**src/rtl/amo_rmw_sequencer_pkg.sv**
```systemverilog
// Shared types for the fused AMO read-modify-write sequencer.
//   amo_op_t        : AMO funct5 encodings understood by the ALU
//   amo_seq_state_t : sequencer FSM states
//   BE_NONE/BE_WORD : byte enables driven on load / store requests
package amo_rmw_sequencer_pkg;

    typedef enum logic [4:0] {
        AMO_ADD  = 5'b00000,
        AMO_SWAP = 5'b00001,
        AMO_XOR  = 5'b00100,
        AMO_OR   = 5'b01000,
        AMO_AND  = 5'b01100,
        AMO_MIN  = 5'b10000,
        AMO_MAX  = 5'b10100,
        AMO_MINU = 5'b11000,
        AMO_MAXU = 5'b11100
    } amo_op_t;

    typedef enum logic [2:0] {
        IDLE,
        LD_REQ,
        LD_WAIT,
        ST_REQ,
        WB
    } amo_seq_state_t;

    localparam logic [3:0] BE_NONE = 4'b0000;
    localparam logic [3:0] BE_WORD = 4'b1111;

endpackage

```
**src/rtl/amo_rmw_sequencer_alu.sv**
```systemverilog
// Combinational AMO ALU: new_value = f(op, old_value, rs2).
//   op        : AMO funct5 encoding (unknown encodings behave as SWAP)
//   old_value : word read from memory
//   rs2       : register operand
//   new_value : word to be stored back
module amo_alu
    import amo_rmw_sequencer_pkg::*;
#(
    parameter int DATA_W = 32
) (
    input  logic [4:0]        op,
    input  logic [DATA_W-1:0] old_value,
    input  logic [DATA_W-1:0] rs2,
    output logic [DATA_W-1:0] new_value
);

    logic lt_signed;
    logic lt_unsigned;

    assign lt_signed   = $signed(old_value) < $signed(rs2);
    assign lt_unsigned = old_value < rs2;

    always_comb begin
        // NOTE: default assignment first so every path drives new_value and no latch is inferred.
        new_value = rs2;
        case (amo_op_t'(op))
            AMO_ADD:  new_value = old_value + rs2;
            AMO_SWAP: new_value = rs2;
            AMO_XOR:  new_value = old_value ^ rs2;
            AMO_OR:   new_value = old_value | rs2;
            AMO_AND:  new_value = old_value & rs2;
            AMO_MIN:  new_value = lt_signed   ? old_value : rs2;
            AMO_MAX:  new_value = lt_signed   ? rs2 : old_value;
            AMO_MINU: new_value = lt_unsigned ? old_value : rs2;
            AMO_MAXU: new_value = lt_unsigned ? rs2 : old_value;
            default:  new_value = rs2;
        endcase
    end

endmodule

```
**src/rtl/amo_rmw_sequencer.sv**
```systemverilog
// Fused AMO read-modify-write sequencer between the load/store queue and the
// load/store unit memory port. Loads the word, computes the new value, stores
// it, then returns the original word for writeback.
//   req_*  : AMO request from the load/store queue (accepted only in IDLE)
//   mem_*  : memory port, owned from request accept until the store is accepted
//   wb_*   : writeback of the original memory word, held until wb_ack
//   flush  : drops a request not yet issued to memory (IDLE / LD_REQ only)
//   busy   : sequencer is not IDLE
module amo_rmw_sequencer
    import amo_rmw_sequencer_pkg::*;
#(
    parameter int ADDR_W  = 32,
    parameter int DATA_W  = 32,
    parameter int MAX_IDS = 8,
    parameter int ID_W    = $clog2(MAX_IDS)
) (
    input  logic              clk,
    input  logic              rst,
    input  logic              flush,
    input  logic              req_valid,
    output logic              req_ready,
    input  logic [ADDR_W-1:0] req_addr,
    input  logic [4:0]        req_op,
    input  logic [DATA_W-1:0] req_rs2,
    input  logic [ID_W-1:0]   req_id,
    output logic              mem_valid,
    input  logic              mem_ready,
    output logic              mem_load,
    output logic [ADDR_W-1:0] mem_addr,
    output logic [DATA_W-1:0] mem_wdata,
    output logic [3:0]        mem_be,
    input  logic              mem_rvalid,
    input  logic [DATA_W-1:0] mem_rdata,
    output logic              wb_valid,
    input  logic              wb_ack,
    output logic [ID_W-1:0]   wb_id,
    output logic [DATA_W-1:0] wb_data,
    output logic              busy
);

    amo_seq_state_t    state;
    logic [ADDR_W-1:0] addr_q;
    logic [4:0]        op_q;
    logic [DATA_W-1:0] rs2_q;
    logic [ID_W-1:0]   id_q;
    logic [DATA_W-1:0] old_q;
    logic [DATA_W-1:0] new_q;
    logic [DATA_W-1:0] alu_new;

    // The ALU works on the returning load data directly so the new value is
    // registered in the same cycle the old word is captured.
    amo_alu #(.DATA_W(DATA_W)) u_alu (
        .op        (op_q),
        .old_value (mem_rdata),
        .rs2       (rs2_q),
        .new_value (alu_new)
    );

    assign mem_addr  = addr_q;
    assign mem_wdata = new_q;
    assign wb_id     = id_q;
    assign wb_data   = old_q;

    // Outputs are registered alongside the state so they change only on the
    // transition into a state and stay stable while a request is stalled.
    always_ff @(posedge clk or posedge rst) begin
        if (rst) begin
            state     <= IDLE;
            addr_q    <= '0;
            op_q      <= '0;
            rs2_q     <= '0;
            id_q      <= '0;
            old_q     <= '0;
            new_q     <= '0;
            mem_valid <= 1'b0;
            mem_load  <= 1'b0;
            mem_be    <= BE_NONE;
            wb_valid  <= 1'b0;
            req_ready <= 1'b1;
            busy      <= 1'b0;
        end else begin
            // NOTE: non-blocking assignments so every register samples pre-edge values.
            case (state)
                IDLE: begin
                    if (req_valid && !flush) begin
                        addr_q    <= req_addr;
                        op_q      <= req_op;
                        rs2_q     <= req_rs2;
                        id_q      <= req_id;
                        state     <= LD_REQ;
                        mem_valid <= 1'b1;
                        mem_load  <= 1'b1;
                        mem_be    <= BE_NONE;
                        req_ready <= 1'b0;
                        busy      <= 1'b1;
                    end
                end
                LD_REQ: begin
                    // Flush takes priority: the load is abandoned even if the
                    // memory would have accepted it this cycle.
                    if (flush) begin
                        state     <= IDLE;
                        mem_valid <= 1'b0;
                        req_ready <= 1'b1;
                        busy      <= 1'b0;
                    end else if (mem_ready) begin
                        state     <= LD_WAIT;
                        mem_valid <= 1'b0;
                    end
                end
                LD_WAIT: begin
                    if (mem_rvalid) begin
                        old_q     <= mem_rdata;
                        new_q     <= alu_new;
                        state     <= ST_REQ;
                        mem_valid <= 1'b1;
                        mem_load  <= 1'b0;
                        mem_be    <= BE_WORD;
                    end
                end
                ST_REQ: begin
                    if (mem_ready) begin
                        state     <= WB;
                        mem_valid <= 1'b0;
                        wb_valid  <= 1'b1;
                    end
                end
                WB: begin
                    // req_ready rises only after this edge, so the earliest
                    // new accept is the cycle following wb_ack.
                    if (wb_ack) begin
                        state     <= IDLE;
                        wb_valid  <= 1'b0;
                        req_ready <= 1'b1;
                        busy      <= 1'b0;
                    end
                end
                default: begin
                    state     <= IDLE;
                    mem_valid <= 1'b0;
                    wb_valid  <= 1'b0;
                    req_ready <= 1'b1;
                    busy      <= 1'b0;
                end
            endcase
        end
    end

endmodule
```
**config.mk**
```make
export PLATFORM = sky130hd
export DESIGN_NAME = amo_rmw_sequencer
export DESIGN_NICKNAME = d
export VERILOG_FILES = /design/src/rtl/amo_rmw_sequencer_pkg.sv /design/src/rtl/amo_rmw_sequencer_alu.sv /design/src/rtl/amo_rmw_sequencer.sv
export SDC_FILE = /design/constraint.sdc
export NUM_CORES = 1
export LEC_CHECK = 0
export ABC_CLOCK_PERIOD_IN_PS = 11420
export CAP_MARGIN = 5
export CORE_ASPECT_RATIO = 1.75
export CORE_MARGIN = 4
export CORE_UTILIZATION = 57
export CTS_CLUSTER_DIAMETER = 50
export DETAILED_ROUTE_END_ITERATION = 8
export PLACE_DENSITY_LB_ADDON = 0.3
export SETUP_SLACK_MARGIN = 0.4
export SYNTH_ARGS = -nofsm -noshare
export SYNTH_HDL_FRONTEND = slang
export SYNTH_HIERARCHICAL = 1
export SYNTH_SLANG_ARGS = --single-unit
export TNS_END_PERCENT = 10
```
**constraint.sdc**
```tcl
create_clock -name clk -period 11.42 [get_ports clk]
set_input_delay 2.855 -clock clk [delete_from_list [all_inputs] [get_ports clk]]
set_output_delay 2.855 -clock clk [all_outputs]
set_load 0.05 [all_outputs]
```
* Yosys cells after proc, flatten, opt, wreduce, memory -nomap -nowiden
Index checks and enable logic that the tools add are counted.
Widths: inputs -> output; s select.
** Word-level totals
- Register bits :: 148
- Bits in latches :: 0
- Bits in writable memories :: 0
- ROM bits :: 0
- Bits of input ports :: 111
- Word-level logic and storage cells :: 84
- Memories kept :: 0
** Cells by class
- $add $sub $neg :: 1
- $mul :: 0
- Div/mod/pow operators :: 0
- Magnitude comparators :: 2
- Equal/unequal tests :: 17
- Shift-type cells :: 0
- Muxes and demuxes :: 31
- Bitwise operators :: 6
- Reduce and logical (&&, ||, !) cells :: 14
** Operators with widths (number)
- $pmux 32 s8 :: 1
- $mux 32 :: 4
- $lt 32x32->1 :: 2
- $add 32x32->32 :: 1
- $and 32x32->32 :: 1
- $or 32x32->32 :: 1
- $xor 32x32->32 :: 1
- $eq 5x5->1 const B :: 4
- $mux 3 :: 6
- $pmux 3 s5 :: 1
- $mux 1 :: 11
- $eq 5x4->1 const B :: 2
- $ne 2x2->1 const B :: 5
- $reduce_and 3->1 :: 3
- $mux 4 :: 2
- $pmux 1 s4 :: 2
- $pmux 4 s2 :: 1
- $eq 3x2->1 const B :: 2
- $eq 5x3->1 const B :: 1
- $logic_not 5->1 :: 1
- $pmux 1 s5 :: 1
- $reduce_and 5->1 :: 1
- $reduce_and 2->1 :: 2
- $reduce_and 4->1 :: 1
- other kinds (12) :: 14

* Depth between registers and ports, before layout
- Depth after elaboration :: 4
- Depth in mapped cells :: 17
- Mapped depth without buffers :: 13

* Hierarchy
The synthesis kept the hierarchy.
** By module, submodules not included
- amo_rmw_sequencer :: times used 1, cells each 336, area an instance 5646.7 sq um, sequential area each 3629.7 sq um
- amo_alu :: times used 1, cells each 713, area an instance 4875.9 sq um, sequential area each 0.0 sq um

* Worst setup path after synthesis
No wires, ideal clock.
- Kind :: in2reg
- Start :: input mem_rdata[13]
- End :: register new_q[25], in the netlist mem_wdata[25]
- Setup time :: 0.125 ns
- Arrival time :: 5.794 ns
- Required time :: 11.295 ns
- Slack :: 5.502 ns
- Stages :: 15
- Path buffers :: 3
- Cells stage by stage :: inv_1 -> ha_1 -> buf_6 -> or4_4 -> nor4b_2 -> o21a_1 -> o21a_1 -> o21a_1 -> buf_6 -> mux2i_1 -> o21ai_4 -> buf_6 -> a221oi_2 -> a22oi_1 -> mux2_2
** Between the ends
- Word-level cells in the longest chain between the ends :: 3
- Elaborated cells between the ends (all ways) :: 8
- Classes of those cells :: 1 x add/sub; 2 x order compare; 5 x mux
** Ends and longest elaborated chain
- from (decl) :: line amo_rmw_sequencer.sv:33 : input logic [DATA_W-1:0] mem_rdata,
- $lt 32x32->1, on equally long branches :: line amo_rmw_sequencer_alu.sv:21, amo_rmw_sequencer_alu.sv:20
- $mux 32, on equally long branches
- $pmux 32 s8 * :: line amo_rmw_sequencer_alu.sv:26 : case (amo_op_t'(op))
- named net alu_new[25] :: line amo_rmw_sequencer.sv:48 : logic [DATA_W-1:0] alu_new;
- to (signal assigned) :: line amo_rmw_sequencer.sv:114 : new_q <= alu_new;
- to (decl) :: line amo_rmw_sequencer.sv:47 : logic [DATA_W-1:0] new_q;
Mark *: on every way through the listed nets, which the timed path passes. The rest lies on a longest branch.
A chain may end at the register's enable or synchronous reset.

* Worst setup path in the final report
- Start :: input mem_rdata[13]
- End :: register new_q[3], in the netlist mem_wdata[3]
Same word-level chain as after synthesis.

==> impl_results.md <==
- Synth Cell Area: between 10,000 and 15,000 um^2
- Synth top area share: 0.342
- DRC errors left: 0
- Gate power share: 0.641
- Cell Rows: 65
- Syn avg cell area: 10.0 um^2
- Vias: approximately 8,900
- Crit path buf inv count: 2
- Max Clock Freq: 144 MHz
- Antenna Cells: 0
- Hold path depth: 2
- Internal power: roughly 2300 uW
- Clock-pin slew on the worst setup and hold paths: roughly 0.06 ns
- WHS: approximately 0.49 ns
- Hold Vio Cnt, Final: 0
- Met2 WL post-DR: ~16,000 um
- Inst Count DP: about 1,400
- Detailed Routing Iterations Pass 1: 6
- P_leak: roughly 0.0059 uW
- Yosys reg bits: ~150
- Crit path launch type: primary input
- CP Depth: 13
- Flop pwr share: 0.224
- Worst skew pair latency: roughly 0.43 ns
- Worst-margin pin slew: approximately 1.2 ns
- Critical Path, Cell by Cell: clkdlybuf4s50_1 -> inv_1 -> ha_1 -> or4_4 -> nor4b_2 -> o21a_1 -> o21a_1 -> o21a_1 -> mux2i_1 -> nor3_4 -> a2111oi_0 -> o32ai_1 -> mux2_2
- Post-DP HPWL: around 21,000 um
- Seq/Total Area, Yosys: 0.345
- Fin crit period: 6.97 ns
- Worst R2R Path Depth: 12
- RSZ-0062 raised after global routing: false
- Final ANT Viol Nets: 0
- Syn Inst Count: 1,049
- Primary FF master, synth: dfrtp_1
- Mapped Nets: 1,257
- Gr ovfl total: 0
- Initial drt markers: roughly 610
- Psw: approximately 2200 uW
- Total CTS buffers: 17
- Switching share of total power: 0.490
- Largest stage delay, worst path: ~0.95 ns
- Crit Path Class: primary input to flip-flop
- Fill cells: around 1,300
- H-tree depth: 4
- Max VDD drop: around 0.22 mV
- Largest net degree at the start of global routing: slightly below 80
- Share of layout cells above drive strength 1: 0.171
- Overall routed net length: around 30,000 um
- Slowest CP cell: nor3_4
- Hold Path Class: flip-flop to flip-flop
- TritonCTS clock tree: built
- Routed wire per std cell: roughly 20 um
- Gr usage total: 0.280
- Met3 wire length: approximately 1700 um
- Nets: 1,433
- Num ports: 219
- IO Port Bufs: about 220
- Post-synth EDFFs: 0
- First-pass GRT wire length: 47,300 um
- Die Y: around 190 um
- Setup TNS: 0 ns
- Final Slew Violations: 0
- Max_cap viols: 0
- Critical path required time: between 10 and 15 ns
- Fin cells: about 1,500
- Highest Signal Layer: met4
- Endpoints failing setup: 0
- Routability congestion estimate: 0.928
- DIE AREA: slightly above 20,000 um^2
- Initial Utilization: 0.583
- Post-synth top area cell: dfrtp_1
- Core area: 18,100 um^2
- CTS Hold Bufs: 0
- Max clock buf depth: 2
- Clock power frac: 0.136
- Status: complete, no violations
- Area contributors post-synth: dfrtp_1 (34%), ha_1 (11%), mux2_2 (11%), mux2_4 (5.1%), a21oi_1 (4.7%)
- Area growth from synthesis to layout: 26.7%
- Final period util: 0.610
- Final Core Density: 0.738
- Post-synthesis async set-or-reset flop share: 1.00
- Cell mode on critical path: o21a_1
- Final Skew: between 0.01 and 0.015 ns
- CTS Root Buffer Type: clkbuf_16
- Die X: between 100 and 150 um
- Vias/cell: around 6
- Crit Path Max Fanout: 20
- Initial antenna violation count: 0
- Delay-heaviest family, CP: simple AND/OR/NAND/NOR gates
- Crit end category: flip-flop
- Vias in the first global route: roughly 9,400
- Max-slew headroom: 0.195
- Arrival time worst endpoint: 7.33 ns
- Yosys Warn Count: 6
- Power Density: 336 nW/um^2
- DRT met1 WL: ~11,000 um
- Clock Sinks: 145
- CTS resizes: 0
- Post-synth cell types: 78
- Setup Buffers After CTS: 0
==> power by group through the flow <==
stage | Combinational [uW] | Clock, uW | Sequential [uW]
2_1_floorplan | 1460 | 0 | 1590
3_3_place_gp | 2800 | 0 | 987
3_5_place_dp | 2840 | 0 | 1010
4_1_cts | 2860 | 620 | 1000
5_1_grt | 3060 | 644 | 1040
6_report | 2870 | 609 | 1000
==> metal layers <==
layer	track usage	vias up
li1	-	4139
met3	0.0668	87
met2	0.517	334
met1	0.290	4374
met4	0.143	0
met5	0	-
==> cells in the mapped netlist (all sizes together), types with 5 or more instances <==
library cell	number
or3	7
clkbuf	31
a22oi	7
xnor2	20
o21ai	68
inv	87
o211ai	7
dfrtp	144
a211oi	13
a2111oi	8
a21oi	99
nor3	11
or4	7
ha	96
buf	38
o22ai	8
xor2	7
mux2	136
o221ai	5
o31ai	6
nand3	14
nor2	53
a221oi	30
a21o	15
nand4	6
nand2b	5
o21a	10
nand2	44
mux2i	10
==> tightest hold or removal path, stage by stage (launching register included) <==
cell and delay, ns:
dfstp_2 0.37, inv_1 0.04, a21boi_0 0.06
==> cells by family (layout without fill, tap and decap cells) <==
logic type                 Yosys count  in the layout  synth area share
xor gates and xnor gates            27             27            0.0243
and+or+nand+nor                    166            166            0.0765
muxes                              146            146             0.168
AOI/OAI and AO/OA                  312            312             0.201
DFF                                145            145             0.345
adders and majority gates           97             97             0.116
buffers and inverters              156            345            0.0696
==> through the flow <==
stage | total power (uW) | setup WS (ns) | cell area, um^2
after floorplan | 3060 | 4.67 | 10500
after CTS | 4480 | 4.56 | 13300
after detailed placement | 3850 | 4.13 | 12700
after global routing | 4750 | 4.28 | 13300
final | 4490 | 4.45 | 13300
after global placement | 3790 | 4.25 | 12700
==> registers in the layout (all words and copies together) (netlist names) <==
signal	cells
busy	1
mem_addr	32
mem_be	1
mem_load	1
mem_valid	1
mem_wdata	32
op_q	5
req_ready	1
rs2_q	32
state	3
wb_data	32
wb_id	3
wb_valid	1
==> worst paths after layout <==
check | start | endpoint | slack (ns)
worst max-delay path | mem_rdata[13] | mem_wdata[3] | 4.45
worst min-delay path | req_ready | req_ready | 0.49
worst max register to register | rs2_q[13] | mem_wdata[3] | 7.03
worst min register to register | req_ready | req_ready | 0.49
max in group asynchronous | rst | op_q[2] | 7.12
min in group asynchronous | rst | mem_addr[1] | 2.94
==> layout by cell type, fill, tap and decap left out, types with 15 or more instances in the layout <==
master and instances:
mux2_4 36, a21o_1 15, xnor2_1 19, ha_1 96, nor2_1 52, o21ai_0 61
clkdlybuf4s50_1 218, a221oi_1 22, dfrtp_1 143, nand2_1 44, mux2_2 100, inv_1 85
clkbuf_16 17, a21oi_1 98
==> layout make-up <==
cell class,count,area [um^2],area share
multi-input cells,748,6180,0.464
flip-flops and latches,145,3630,0.272
repair buffers,226,2240,0.168
clock buffers,23,498,0.0374
inverters,87,332,0.0249
well taps,234,293,0.0220
clock inverters,9,151,0.0114
Power figures use the tool's default switching activity.
